--- src/rtl/mul_seq.sv ---
// Iterative signed fixed-point multiplier: radix-2 shift-add on operand magnitudes,
// early exit when the remaining multiplier bits are zero, optional Q rescale and clamp.
module mul_seq #(
  parameter int DWIDTH   = 32,
  parameter int QBITS    = 0,
  parameter bit SATURATE = 1'b1
) (
  input  logic              clock,
  input  logic              reset,
  input  logic              start,
  input  logic [DWIDTH-1:0] multiplicand,
  input  logic [DWIDTH-1:0] multiplier,
  output logic [DWIDTH-1:0] product,
  output logic              overflow,
  output logic              done,
  output logic              busy
);

  localparam int W2 = 2 * DWIDTH;

  localparam logic [0:0] IDLE = 1'b0;
  localparam logic [0:0] MUL  = 1'b1;

  localparam logic [W2-1:0] POS_LIM = {{(DWIDTH+1){1'b0}}, {(DWIDTH-1){1'b1}}};
  localparam logic [W2-1:0] NEG_LIM = {{DWIDTH{1'b0}}, 1'b1, {(DWIDTH-1){1'b0}}};
  localparam logic [DWIDTH-1:0] MOST_POS = {1'b0, {(DWIDTH-1){1'b1}}};
  localparam logic [DWIDTH-1:0] MOST_NEG = {1'b1, {(DWIDTH-1){1'b0}}};

  logic [0:0]        state_q, state_d;
  logic [W2-1:0]     a_sh_q, a_sh_d;
  logic [DWIDTH-1:0] b_sh_q, b_sh_d;
  logic [W2-1:0]     acc_q, acc_d;
  logic              sgn_q, sgn_d;
  logic [DWIDTH-1:0] product_q, product_d;
  logic              overflow_q, overflow_d;
  logic              done_q, done_d;
  logic              busy_q, busy_d;

  // Unsigned reading of the negated most-negative value is exactly 2^(DWIDTH-1).
  logic [DWIDTH-1:0] a_mag, b_mag;
  assign a_mag = multiplicand[DWIDTH-1] ? -multiplicand : multiplicand;
  assign b_mag = multiplier[DWIDTH-1]   ? -multiplier   : multiplier;

  logic [W2-1:0]     res_m;
  logic [W2-1:0]     res_lim;
  logic [DWIDTH-1:0] res_m_lo;
  logic              res_ovf;
  logic [DWIDTH-1:0] res_prod;

  always_comb begin
    res_m    = acc_q >> QBITS;
    res_lim  = sgn_q ? NEG_LIM : POS_LIM;
    res_m_lo = res_m[DWIDTH-1:0];
    res_ovf  = (res_m > res_lim);
    if (SATURATE && res_ovf) begin
      res_prod = sgn_q ? MOST_NEG : MOST_POS;
    end else begin
      res_prod = sgn_q ? -res_m_lo : res_m_lo;
    end
  end

  always_comb begin
    state_d    = state_q;
    a_sh_d     = a_sh_q;
    b_sh_d     = b_sh_q;
    acc_d      = acc_q;
    sgn_d      = sgn_q;
    product_d  = product_q;
    overflow_d = overflow_q;
    done_d     = done_q;
    busy_d     = busy_q;
    case (state_q)
      IDLE: begin
        if (start) begin
          a_sh_d  = {{DWIDTH{1'b0}}, a_mag};
          b_sh_d  = b_mag;
          sgn_d   = multiplicand[DWIDTH-1] ^ multiplier[DWIDTH-1];
          acc_d   = '0;
          done_d  = 1'b0;
          busy_d  = 1'b1;
          state_d = MUL;
        end
      end
      MUL: begin
        if (b_sh_q == '0) begin
          product_d  = res_prod;
          overflow_d = res_ovf;
          done_d     = 1'b1;
          busy_d     = 1'b0;
          state_d    = IDLE;
        end else begin
          if (b_sh_q[0]) begin
            acc_d = acc_q + a_sh_q;
          end
          a_sh_d = a_sh_q << 1;
          b_sh_d = b_sh_q >> 1;
        end
      end
      default: state_d = IDLE;
    endcase
  end

  always_ff @(posedge clock or posedge reset) begin
    if (reset) begin
      state_q    <= IDLE;
      a_sh_q     <= '0;
      b_sh_q     <= '0;
      acc_q      <= '0;
      sgn_q      <= 1'b0;
      product_q  <= '0;
      overflow_q <= 1'b0;
      done_q     <= 1'b0;
      busy_q     <= 1'b0;
    end else begin
      state_q    <= state_d;
      a_sh_q     <= a_sh_d;
      b_sh_q     <= b_sh_d;
      acc_q      <= acc_d;
      sgn_q      <= sgn_d;
      product_q  <= product_d;
      overflow_q <= overflow_d;
      done_q     <= done_d;
      busy_q     <= busy_d;
    end
  end

  assign product  = product_q;
  assign overflow = overflow_q;
  assign done     = done_q;
  assign busy     = busy_q;

endmodule

--- config.mk ---
export PLATFORM = sky130hd
export DESIGN_NAME = mul_seq
export DESIGN_NICKNAME = d
export VERILOG_FILES = /design/src/rtl/mul_seq.sv
export SDC_FILE = /design/constraint.sdc
export NUM_CORES = 1
export LEC_CHECK = 0
export ABC_CLOCK_PERIOD_IN_PS = 17100
export BUFFER_PORTS_ARGS = -buffer_cell sky130_fd_sc_hd__buf_2
export CAP_MARGIN = 20
export CORE_MARGIN = 1
export CORE_UTILIZATION = 30
export CTS_CLUSTER_SIZE = 10
export DETAILED_ROUTE_END_ITERATION = 10
export HOLD_SLACK_MARGIN = 0.12
export MAX_ROUTING_LAYER = met4
export PLACE_DENSITY_LB_ADDON = 0.3
export SLEW_MARGIN = 25
export SYNTH_ARGS = -nofsm -noshare
export SYNTH_HDL_FRONTEND = slang
export SYNTH_SLANG_ARGS = --single-unit
--- constraint.sdc ---
create_clock -name clock -period 17.1 [get_ports clock]
set_input_delay 1.71 -clock clock [delete_from_list [all_inputs] [get_ports clock]]
set_output_delay 1.71 -clock clock [all_outputs]
set_load 0.1 [all_outputs]
==> impl_metrics.env <==
export IMPL_area_delta_synth_final_pct=11.44
export IMPL_ios=102
export IMPL_slew_violations=0
export IMPL_setup_viol=0
export IMPL_r2r_setup_slack_ps=13190
export IMPL_wl_um=41140
export IMPL_postCtsSetupRepairBufs=0
export IMPL_crit_required_ps=17440
export IMPL_initial_core_util_pct=30.39
export IMPL_relSlewSlack_pct=37.88
export IMPL_synth_cells=1778
export IMPL_synthFlopType="dfrtp_1"
export IMPL_gp_congestion=0.9247
export IMPL_yosysUniqueCellTypes=67
export IMPL_fin_ws_ps=13140
export IMPL_synthArstFlopShare_pct=100.0
export IMPL_place_area_mm2=0.01551
export IMPL_fmax_ghz=0.2523
export IMPL_fin_skew_ps=12.64
export IMPL_clockBufferDepth=2
export IMPL_cts_buffers=17
export IMPL_die_area_mm2=0.04915
export IMPL_viasPerCell=5.385
export IMPL_clk_pin_slew_ps=70
export IMPL_finalHoldViolCount=0
export IMPL_yosysSeqAreaShare_pct=34.04
export IMPL_rows=80
export IMPL_synth_fp_nets=1944
export IMPL_via_count=13193
export IMPL_hpwl_um=30690
export IMPL_htree_levels=4
export IMPL_clock_sinks=197
export IMPL_grt_pass1_wl_um=67790
export IMPL_ys_ff_latch=197
export IMPL_tightest_slew_ps=929.8
export IMPL_wl_per_cell_um=16.79
export IMPL_drt_initial_drc_count=922
export IMPL_design_area_mm2=0.01614
export IMPL_die_y_um=221.7
export IMPL_drive_gt1_share_pct=9.490
export IMPL_grt_usage_pct=17.32
export IMPL_p_leak_nw=7.064
export IMPL_root_buffer="clkbuf_16"
export IMPL_synth_edf_count=0
export IMPL_drtAntennaViolNets=0
export IMPL_overflow=0
export IMPL_nNetsFinal=1976
export IMPL_path_max_fanout=4
export IMPL_first_global_vias=12576
export IMPL_postCtsResizedCells=0
export IMPL_fin_crit_sh_pct=23.18
export IMPL_syn_area_mm2=0.01448
export IMPL_clock_latency_ps=460
export IMPL_arrival_ps=4310
export IMPL_core_area_mm2=0.04765
export IMPL_end_kind="flop"
export IMPL_final_setup_tns_ps=0
export IMPL_ys_warn_count=0
export IMPL_die_w_um=221.7
export IMPL_grt_start_max_net_pins=100
export IMPL_peakVddDrop_uv=84.76
export IMPL_outcome="complete, no violations"
export IMPL_post_place_ws_ps=12540
export IMPL_pwr_density_cell_mw_per_mm2=178.0
export IMPL_tritoncts="built"
export IMPL_n_fill_cell=4972
export IMPL_start_kind="input port"
export IMPL_antenna_found_initial=12
export IMPL_rsz0062_at_grt="false"
export IMPL_hold_path_class="reg -> reg"
export IMPL_ctsHoldBuffers=0
export IMPL_crit_type="in -> reg"
export IMPL_drc_errors=0
export IMPL_fin_crit_ps=3964
export IMPL_syn_avg_cell_area_um2=8.144
export IMPL_power_mw=2.872
export IMPL_drv_cap=0
export IMPL_io_buffers=101
export IMPL_dr_pass1_iters=5
[cell type report]
cell class / instances / area [µm²] / share of cell area (%)
tap: 615 / 769.5 / 4.769
inverter: 40 / 157.7 / 0.9770
sequential: 197 / 4937 / 30.60
timing repair buffer: 112 / 608.1 / 3.768
multi-input combinational: 1442 / 9066 / 56.18
clock buffer: 20 / 446.7 / 2.768
antenna: 12 / 30.03 / 0.1861
clock inverter: 12 / 121.4 / 0.7521
[per-layer routing]
metal | part of all wire [%] | wire [µm] | up-vias | GRT usage (%)
met5 | 0 | 0 | - | -
met4 | 1.4 | 566 | 0 | 4.099
met3 | 5.5 | 2282 | 39 | 3.366
met2 | 43 | 17680 | 291 | 25.61
met1 | 50 | 20610 | 6271 | 24.20
li1 | - | - | 6592 | -
[cell families (layout without fill, tap and decap cells)]
logic type,Yosys count,in the layout,synth area share [%]
AOI/OAI and AO/OA,628,628,26.73
and+or+nand+nor,584,584,18.92
DFF,197,197,34.04
buffers and inverters,139,184,3.629
xor gates and xnor gates,116,116,7.016
adders and majority gates,99,99,8.606
muxes,15,15,1.046
other,0,12,0
[sequential cells by signal, summed over array words and instances (netlist names)]
register and cells:
busy 1, a_sh_q 64, product 32, done 1, acc_q 64, sgn_q 1
state_q 1, b_sh_q 32, overflow 1
[critical path, cell delays in order]
cell and delay (ps):
buf_2 110, or4_4 570, nor4_4 190, nand4_1 150, or3_1 370, or4_4 450, o31ai_2 250, xor2_1 160
nor3_1 50, a221o_1 280
[cell usage after synthesis, drive strengths merged (21+ instances only)]
| library cell | instances | area share [%] |
|---|---|---|
| or3 | 29 | 1.3 |
| nor4 | 30 | 1.5 |
| buf | 21 | 0.56 |
| clkbuf | 78 | 2.0 |
| nor3 | 30 | 1.0 |
| ha | 98 | 8.5 |
| a22o | 34 | 2.1 |
| a21o | 52 | 2.7 |
| nand2 | 242 | 6.3 |
| inv | 40 | 1.0 |
| a21oi | 177 | 6.1 |
| nand3 | 33 | 1.1 |
| xnor2 | 41 | 2.5 |
| nor2 | 123 | 3.2 |
| nand4 | 32 | 1.4 |
| xor2 | 75 | 4.5 |
| o21ai | 197 | 6.8 |
| o31ai | 39 | 2.1 |
| dfrtp | 197 | 34 |
[report_power, final]
| group | internal [mW] | total [mW] | switching, mW |
|---|---|---|---|
| sequential | 0.645 | 0.875 | 0.230 |
| clock | 0.207 | 0.402 | 0.195 |
| combinational | 0.547 | 1.60 | 1.05 |
| total | 1.40 | 2.87 | 1.47 |
[worst paths after layout]
kind / from / depth (start not counted) / endpoint
worst max-delay path: multiplier[10] / 10 / b_sh_q[29]
worst min-delay path: product[30] / 2 / product[30]
worst max register to register: sgn_q / 8 / product[31]
worst min register to register: product[30] / 2 / product[30]
max in group asynchronous: reset / 4 / acc_q[52]
min in group asynchronous: reset / 2 / product[8]
[placed cells by master (no fill, tap or decap), types with 13 or more instances in the layout]
master,instances
a211oi_1,13
xor2_1,75
buf_2,101
a22o_1,34
xnor2_1,41
o31ai_1,38
ha_1,98
mux2i_1,14
nand3_1,33
nor3_1,30
nand4_1,32
inv_1,39
o22ai_1,15
clkbuf_16,17
or3_1,29
a21o_1,52
o21ai_0,193
dfrtp_1,195
nor2_1,120
nand2b_1,16
nand2_1,242
nor4_1,28
a21oi_1,177
[per-stage QoR]
| stage | utilization, % | hold WS [ps] | instances |
|---|---|---|---|
| 3_3_place_gp | 32.54 | 456.4 | 2405 |
| 6_report | 33.87 | 477.1 | 2450 |
| 5_1_grt | 33.87 | 513.1 | 2450 |
| 2_1_floorplan | - | 471.3 | 1778 |
| 3_5_place_dp | 32.55 | 467.2 | 2405 |
| 4_1_cts | 33.74 | 484.7 | 2437 |
No activity file was read; power rests on OpenSTA's default activity.
